--- src/rtl/seg_pkg.sv ---
// Shared constants for the seven-segment scan driver: hex glyph table and
// segment bit positions on the led_data bus.
package seg_pkg;

   localparam int SEG_A  = 0;
   localparam int SEG_B  = 1;
   localparam int SEG_C  = 2;
   localparam int SEG_D  = 3;
   localparam int SEG_E  = 4;
   localparam int SEG_F  = 5;
   localparam int SEG_G  = 6;
   localparam int DP_BIT = 7;

   // Active-high glyphs, bit0 = a ... bit6 = g
   localparam logic [6:0] SEG_TABLE [16] = '{
      7'h3F, 7'h06, 7'h5B, 7'h4F, 7'h66, 7'h6D, 7'h7D, 7'h07,
      7'h7F, 7'h6F, 7'h77, 7'h7C, 7'h39, 7'h5E, 7'h79, 7'h71
   };

endpackage

--- src/rtl/seg7_decode.sv ---
// Combinational hex-nibble to seven-segment decoder, active-high segments,
// all segments off when blank is set.
module seg7_decode
   import seg_pkg::*;
(
   input  logic [3:0] nibble,
   input  logic       blank,
   output logic [6:0] seg
);

   logic [6:0] glyph;

   always_comb begin
      glyph = blank ? 7'h00 : SEG_TABLE[nibble];
      seg   = '0;
      seg[SEG_A] = glyph[0];
      seg[SEG_B] = glyph[1];
      seg[SEG_C] = glyph[2];
      seg[SEG_D] = glyph[3];
      seg[SEG_E] = glyph[4];
      seg[SEG_F] = glyph[5];
      seg[SEG_G] = glyph[6];
   end

endmodule

--- src/rtl/seg_scan_driver.sv ---
// Multiplexed seven-segment display scanner with frame-synchronous update,
// leading-zero blanking and whole-display blinking.
module seg_scan_driver
   import seg_pkg::*;
#(
   parameter int DIGITS         = 4,
   parameter int SCAN_DIV       = 1000,
   parameter int BLINK_FRAMES   = 64,
   parameter bit COM_ACTIVE_LOW = 1'b1,
   parameter bit SEG_ACTIVE_LOW = 1'b1
) (
   input  logic                clk,
   input  logic                rst,
   input  logic [4*DIGITS-1:0] lednum,
   input  logic                load,
   input  logic [DIGITS-1:0]   dp,
   input  logic                blank_lz,
   input  logic                blink_en,
   output logic [DIGITS-1:0]   led_com,
   output logic [7:0]          led_data,
   output logic                frame_done
);

   localparam int DIV_W = $clog2(SCAN_DIV);
   localparam int IDX_W = (DIGITS > 1) ? $clog2(DIGITS) : 1;
   localparam int BLK_W = (BLINK_FRAMES > 1) ? $clog2(BLINK_FRAMES) : 1;
   localparam logic [DIGITS-1:0] COM_OFF = COM_ACTIVE_LOW ? '1 : '0;
   localparam logic [7:0]        SEG_OFF = SEG_ACTIVE_LOW ? 8'hFF : 8'h00;

   logic [DIV_W-1:0]    div_cnt;
   logic [IDX_W-1:0]    digit_idx;
   logic                div_tc, last_digit, frame_bnd;
   logic [4*DIGITS-1:0] pend_num, disp_num;
   logic [DIGITS-1:0]   pend_dp, disp_dp;
   logic [BLK_W-1:0]    blink_cnt;
   logic                blink_on;
   logic [DIGITS-1:0]   lz_blank;
   logic                zero_run;
   logic [3:0]          cur_nib;
   logic                cur_dp, cur_blank;
   logic [6:0]          seg;
   logic [DIGITS-1:0]   com_next;
   logic [7:0]          data_next;

   assign div_tc     = (div_cnt == DIV_W'(SCAN_DIV - 1));
   assign last_digit = (digit_idx == IDX_W'(DIGITS - 1));
   assign frame_bnd  = div_tc & last_digit;
   assign frame_done = frame_bnd & ~rst;

   always_ff @(posedge clk or posedge rst) begin
      if (rst) begin
         div_cnt   <= '0;
         digit_idx <= '0;
      end else if (div_tc) begin
         div_cnt   <= '0;
         digit_idx <= last_digit ? '0 : digit_idx + 1'b1;
      end else begin
         div_cnt   <= div_cnt + 1'b1;
      end
   end

   // A load landing on the boundary bypasses pending so it shows next frame
   always_ff @(posedge clk or posedge rst) begin
      if (rst) begin
         pend_num <= '0;
         pend_dp  <= '0;
         disp_num <= '0;
         disp_dp  <= '0;
      end else begin
         if (load) begin
            pend_num <= lednum;
            pend_dp  <= dp;
         end
         if (frame_bnd) begin
            disp_num <= load ? lednum : pend_num;
            disp_dp  <= load ? dp : pend_dp;
         end
      end
   end

   always_ff @(posedge clk or posedge rst) begin
      if (rst) begin
         blink_cnt <= '0;
         blink_on  <= 1'b1;
      end else if (!blink_en) begin
         blink_cnt <= '0;
         blink_on  <= 1'b1;
      end else if (frame_bnd) begin
         if (blink_cnt == BLK_W'(BLINK_FRAMES - 1)) begin
            blink_cnt <= '0;
            blink_on  <= ~blink_on;
         end else begin
            blink_cnt <= blink_cnt + 1'b1;
         end
      end
   end

   // Zero run is scanned from the most significant digit downward
   always_comb begin
      lz_blank  = '0;
      zero_run  = 1'b1;
      cur_nib   = '0;
      cur_dp    = 1'b0;
      cur_blank = 1'b0;
      for (int i = DIGITS - 1; i > 0; i--) begin
         zero_run    = zero_run & (disp_num[4*i +: 4] == 4'h0);
         lz_blank[i] = zero_run;
      end
      for (int i = 0; i < DIGITS; i++) begin
         if (digit_idx == IDX_W'(i)) begin
            cur_nib   = disp_num[4*i +: 4];
            cur_dp    = disp_dp[i];
            cur_blank = blank_lz & lz_blank[i];
         end
      end
   end

   seg7_decode u_decode (
      .nibble (cur_nib),
      .blank  (cur_blank),
      .seg    (seg)
   );

   always_comb begin
      com_next = (blink_en && !blink_on) ? '0 : (DIGITS'(1) << digit_idx);
      data_next = '0;
      data_next[SEG_G:SEG_A] = seg;
      data_next[DP_BIT]      = cur_dp;
   end

   always_ff @(posedge clk or posedge rst) begin
      if (rst) begin
         led_com  <= COM_OFF;
         led_data <= SEG_OFF;
      end else begin
         led_com  <= COM_ACTIVE_LOW ? ~com_next : com_next;
         led_data <= SEG_ACTIVE_LOW ? ~data_next : data_next;
      end
   end

endmodule

--- config.mk ---
export PLATFORM = sky130hd
export DESIGN_NAME = seg_scan_driver
export DESIGN_NICKNAME = d
export VERILOG_FILES = /design/src/rtl/seg_pkg.sv /design/src/rtl/seg7_decode.sv /design/src/rtl/seg_scan_driver.sv
export SDC_FILE = /design/constraint.sdc
export NUM_CORES = 1
export LEC_CHECK = 0
export ABC_AREA = 1
export CAP_MARGIN = 10
export CELL_PAD_IN_SITES_DETAIL_PLACEMENT = 1
export CELL_PAD_IN_SITES_GLOBAL_PLACEMENT = 1
export CORE_UTILIZATION = 46
export CTS_BUF_LIST = sky130_fd_sc_hd__clkbuf_16
export CTS_CLUSTER_SIZE = 25
export DETAILED_ROUTE_END_ITERATION = 8
export PLACE_DENSITY = 0.81
export SETUP_SLACK_MARGIN = 0.3
export SYNTH_ARGS = -nofsm -noshare
export SYNTH_HDL_FRONTEND = slang
export SYNTH_SLANG_ARGS = --single-unit
--- constraint.sdc ---
create_clock -name clk -period 5 [get_ports clk]
set_clock_uncertainty 0.05 [all_clocks]
set_input_delay 1 -clock clk [delete_from_list [all_inputs] [get_ports clk]]
set_output_delay 1 -clock clk [all_outputs]
set_load 0.01 [all_outputs]
# Word level (Yosys, flattened, before mapping)
# Memories as Yosys holds them, arrays and structs flattened.
# Cells that the tools add are included.
totals:
  register_bits: 71
  mem_bits_ro: 112
  in_bits: 25
  output_inout_bits: 13
  wordCells: 67
  n_memories: 1
memory_table:
  columns: ["memory", "depth", "word_bits", "read_ports", "rd_ports_with_merged_regs", "write_ports", "line_no", "text"]
  rows:
  - ["(no name shown)", 16, 7, 1, 0, 0, "seg7_decode.sv:14", "glyph = blank ? 7'h00 : SEG_TABLE[nibble];"]
op_classes:
  n_addsub: 3
  n_lt_le_gt_ge: 1
  eq_ne: 7
  shifts: 1
  mux: 25
  bitwise: 12
  n_reduce_logical: 7
ops:
  columns: ["cell", "count"]
  rows:
  - ["2-to-1 mux 4 bit", 6]
  - ["2-to-1 mux 7 bit", 3]
  - ["2-to-1 mux 6 bit", 3]
  - ["2-to-1 mux 16 bit", 1]
  - ["logical NOT 4 bit", 3]
  - ["adder 10 x 1 -> 10 bit, second input constant", 1]
  - ["equality test 10 bit, second input constant", 1]
  - ["2-to-1 mux 1 bit", 10]
  - ["2-to-1 mux 10 bit", 1]
  - ["NOT 8 bit", 1]
  - ["bitwise AND 1 bit", 7]
  - ["adder 6 x 1 -> 6 bit, second input constant", 1]
  - ["equality test 6 bit, second input constant", 1]
  - ["greater-or-equal comparator 5 bit, second input constant", 1]
  - ["NOT 4 -> 5 bit", 1]
  - ["equality test 2 bit, second input constant", 2]
  - ["!= test 2 x 1 -> 1 bit, second input constant", 2]
  - ["NOT 4 bit", 1]
  - ["left shift 1 x 2 -> 4 bit, first input constant", 1]
  - ["adder 2 x 1 -> 2 bit, second input constant", 1]
  - ["equality test 2 x 1 -> 1 bit, second input constant", 1]
  - ["logical NOT 2 bit", 1]
  - ["2-to-1 mux 2 bit", 1]
  - ["NOT 1 bit", 2]
  - ["3 further kinds", 3]

# Longest topological paths before layout
logic_depth:
  ltp_word: 11
  ltp_mapped: 13
  depth_no_buf: 13

# Modules after synthesis
# A second synthesis with hierarchy kept.
unflattened:
  hier_cells: 415
  hier_area_um2: 3429.5
modules_own_cells:
  columns: ["mod", "instances", "cells_each", "area_per_inst_um2"]
  rows:
  - ["seg_scan_driver", 1, 370, 3153.0]
  - ["seg7_decode", 1, 45, 276.5]

# Least setup slack after synthesis
# OpenSTA, ideal clock, no wires.
synth_timing:
  kind: "reg-to-output"
  start: "register div_cnt[0]"
  end: "output frame_done"
  arrival_ns: 1.326
  t_required_ns: 3.950
  slack_ns: 2.624
  stages_incl_launch_ff: 7
  n_path_buf: 1
  path_cell_list: "dfrtp_1 -> ha_1 -> nand2_2 -> nor3_4 -> nand3_2 -> buf_2 -> nor2_1"
synth_via:
  elab_chain_cells: 3
synth_rtl:
  columns: ["element", "line_no", "text"]
  rows:
  - ["start, declared", "seg_scan_driver.sv:30", "logic [DIV_W-1:0] div_cnt;"]
  - ["start signal, assigned", "seg_scan_driver.sv:58", "div_cnt <= div_cnt + 1'b1;"]
  - ["equality test 10 bit", "seg_scan_driver.sv:45", "assign div_tc = (div_cnt == DIV_W'(SCAN_DIV - 1));"]
  - ["bitwise AND 1 bit", "seg_scan_driver.sv:47", "assign frame_bnd = div_tc & last_digit;"]
  - ["bitwise AND 1 bit", "seg_scan_driver.sv:48", "assign frame_done = frame_bnd & ~rst;"]
  - ["end, declared", "seg_scan_driver.sv:21", "output logic frame_done"]
# Every way passes these cells.

# Worst setup path in the final report
layout_timing:
  start: "register digit_idx[1]"
  end: "output frame_done"
layout_via:
  elab_chain_cells: 3
layout_rtl:
  columns: ["element", "line_no", "text"]
  rows:
  - ["start, declared", "seg_scan_driver.sv:31", "logic [IDX_W-1:0] digit_idx;"]
  - ["start signal, assigned", "seg_scan_driver.sv:56", "digit_idx <= last_digit ? '0 : digit_idx + 1'b1;"]
  - ["equality test 2 bit", "seg_scan_driver.sv:46", "assign last_digit = (digit_idx == IDX_W'(DIGITS - 1));"]
  - ["bitwise AND 1 bit", "seg_scan_driver.sv:47", null]
  - ["bitwise AND 1 bit", "seg_scan_driver.sv:48", null]
# Every way passes these cells.

==> flow_metrics.tcl <==
set metrics [dict create \
    min_path_type "flop to flop" \
    grt_use_met3 0.0493 \
    hold_viol 0 \
    first_global_vias 2866 \
    rr_worst_depth 5 \
    yosysWarnings 0 \
    final_util 0.595 \
    cts_tree "done" \
    vdd_drop_max_mv 0.204 \
    start_util 0.484 \
    slew-limit-headroom 0.307 \
    insertion_delay_ns 0.33 \
    worstMarginPinSlew_ns 1.04 \
    overflow 0 \
    mostFrequentLayoutCells "nand2_1, dfrtp_1, nand3_1" \
    slew_viol_final 0 \
    htree_levels 3 \
    crit_path_max_fanout 15 \
    drtPass1Iterations 4 \
    p_leak_nw 1.93 \
    die_h_um 87.3 \
    first_iter_violations 95 \
    ys_ff_latch 71 \
    ys_types 27 \
    grt_max_degree 56 \
    post-route-drc-count 0 \
    synth.largest_area_cell "dfrtp_1" \
    cts_hold_buf 0 \
    p_per_area_mw_per_mm2 326 \
    rsz0062_at_grt "no" \
    cts_root_buffer "clkbuf_16" \
    grt_use_met1 0.290 \
    core_mm2 0.00691 \
    cts_sinks 71 \
    final_common_cell "nand2_1" \
    setup_viol 0 \
    clk_pin_slew_ns 0.05 \
    ant_nets 0 \
    routed_wl_um 8380 \
    postCtsResizedCells 0 \
    worstPathRequired_ns 3.95 \
    maxCapViolCount 0 \
    dp_hpwl_um 5440 \
    num_io_pins 38 \
    viasPerCell 5.21 \
    synth.top_cells.by_area "dfrtp_1, nand2_1, dfstp_2" \
    status "complete, no violations" \
    min_path_cells 2 \
    hold_path.startpoint "blink_on$_DFFE_PP1P_" \
    setup.worst_path.end_class "primary output" \
    antenna_found_initial 0 \
    yosysSeqAreaShare 0.536 \
    globalRouteMet2Util 0.431 \
    synth_top_area_frac 0.434 \
    min_to "blink_on$_DFFE_PP1P_" \
    period_share 0.684 \
    place.gp.congestion 0.835 \
    post-route-min-period_ns 3.42 \
    die_area_mm2 0.00761 \
    nets 442 \
    reg2reg_to "disp_num[11]$_DFFE_PP0P_" \
    fmax_mhz 292 \
    syn_area_per_cell_um2 9.18 \
    ff2ff_setup_slack_ns 2.78 \
    cts_buffers 9 \
    diodes 0 \
    area_growth_pct 22.9 \
    synthesis.area_mm2 0.00334 \
    timing.rr.start "digit_idx[1]$_DFFE_PP0N_" \
    post_cts.repair.setup_buffers 0 \
    setup_tns_ns 0 \
    syn_inst 364 \
    cp-start-kind "flop" \
    setup.worst_path.class "flop to primary output" \
    wire_per_inst_um 16.6 \
    fp.dieW_um 87.3 \
    syn_nets 401 \
    rows 30 \
    worstPathArrival_ns 2.37 \
    vias 2637 \
    grt_busiest_layer "met2" \
    grt_pass1_wl_um 13700 \
    clk_path_buf_depth 2 \
    track_usage 0.242 \
    drive_gt1_frac 0.149 \
    io_buffers 37 \
]
-- metal layers --
layer / up-vias / wire length, µm
met5: - / 0
met4: 0 / 188
met3: 21 / 264
met2: 53 / 4350
met1: 1310 / 3570
li1: 1253 / -
-- sequential cells by signal, summed over array words and instances (netlist names) --
name       cells
disp_num      16
pend_num      16
div_cnt       10
led_data       8
blink_cnt      6
disp_dp        4
led_com        4
pend_dp        4
digit_idx      2
blink_on       1
-- cells by family (layout without fill, tap and decap cells) --
kind of cell | count (synthesis) | after routing | share of synthesized area
AND/OR/NAND/NOR | 178 | 178 | 0.227
flip-flops | 71 | 71 | 0.536
buffers and inverters | 45 | 91 | 0.0584
AO/OA/AOI/OAI | 34 | 34 | 0.0554
multiplexers | 20 | 20 | 0.0674
adder cells (fa/ha/maj) | 12 | 12 | 0.0449
XOR/XNOR | 4 | 4 | 0.0105
-- through the flow --
| step | power, mW | setup slack (ns) | cells | area, µm² | hold WS [ns] |
|---|---|---|---|---|---|
| 2_1_floorplan | 0.649 | 2.17 | 364 | 3340 | 0.361 |
| 3_3_place_gp | 0.679 | 1.85 | 489 | 3780 | 0.411 |
| 3_5_place_dp | 0.683 | 1.84 | 489 | 3780 | 0.421 |
| 4_1_cts | 1.35 | 1.57 | 505 | 4090 | 0.435 |
| 5_1_grt | 1.39 | 1.44 | 506 | 4110 | 0.445 |
| 6_report | 1.34 | 1.58 | 506 | 4110 | 0.437 |
-- final cells by class --
cell class / count / area, µm²
flip-flops and latches: 71 / 1790
multi-input cells: 248 / 1360
inverters: 36 / 135
clock buffers: 9 / 225
repair buffers: 39 / 398
well taps: 96 / 120
fillers: 824 / 2800
clock inverters: 7 / 81.3
-- worst max-delay path, stage by stage (launching register included) --
cell	delay (ns)
dfrtp_1	0.37
ha_1	0.49
nand3_2	0.43
nor2_1	0.19
clkdlybuf4s50_1	0.55
-- worst max path at each step --
stage          slack (ns)  cells past startpoint                      from                  endpoint
5_1_grt              1.44                      4  digit_idx[1]$_DFFE_PP0N_                frame_done
2_1_floorplan        2.17                      1                       rst  blink_cnt[0]$_DFFE_PP0P_
4_1_cts              1.57                      4  digit_idx[1]$_DFFE_PP0N_                frame_done
3_3_place_gp         1.85                      3                       rst                frame_done
6_report             1.58                      4  digit_idx[1]$_DFFE_PP0N_                frame_done
3_5_place_dp         1.84                      3                       rst                frame_done
-- Yosys cell counts --
cell type,number
a21oi_1,14
a21oi_2,2
a22oi_1,1
buf_2,6
buf_4,1
buf_6,2
dfrtp_1,58
dfstp_2,13
ha_1,12
inv_1,33
inv_2,3
mux2_2,20
nand2_1,109
nand2_2,3
nand3_1,38
nand3_2,1
nand3b_1,1
nor2_1,17
nor3_1,5
nor3_4,1
nor4_1,1
o211ai_1,1
o21a_1,1
o21ai_0,13
o21ai_1,2
or2_2,2
xor2_1,4
-- power breakdown --
| part | switching (mW) | internal, mW |
|---|---|---|
| sequential | 0.00663 | 0.596 |
| clock | 0.238 | 0.429 |
| combinational | 0.0335 | 0.0372 |
| total | 0.278 | 1.06 |
Note: power is estimated with default switching activity, not from simulation.
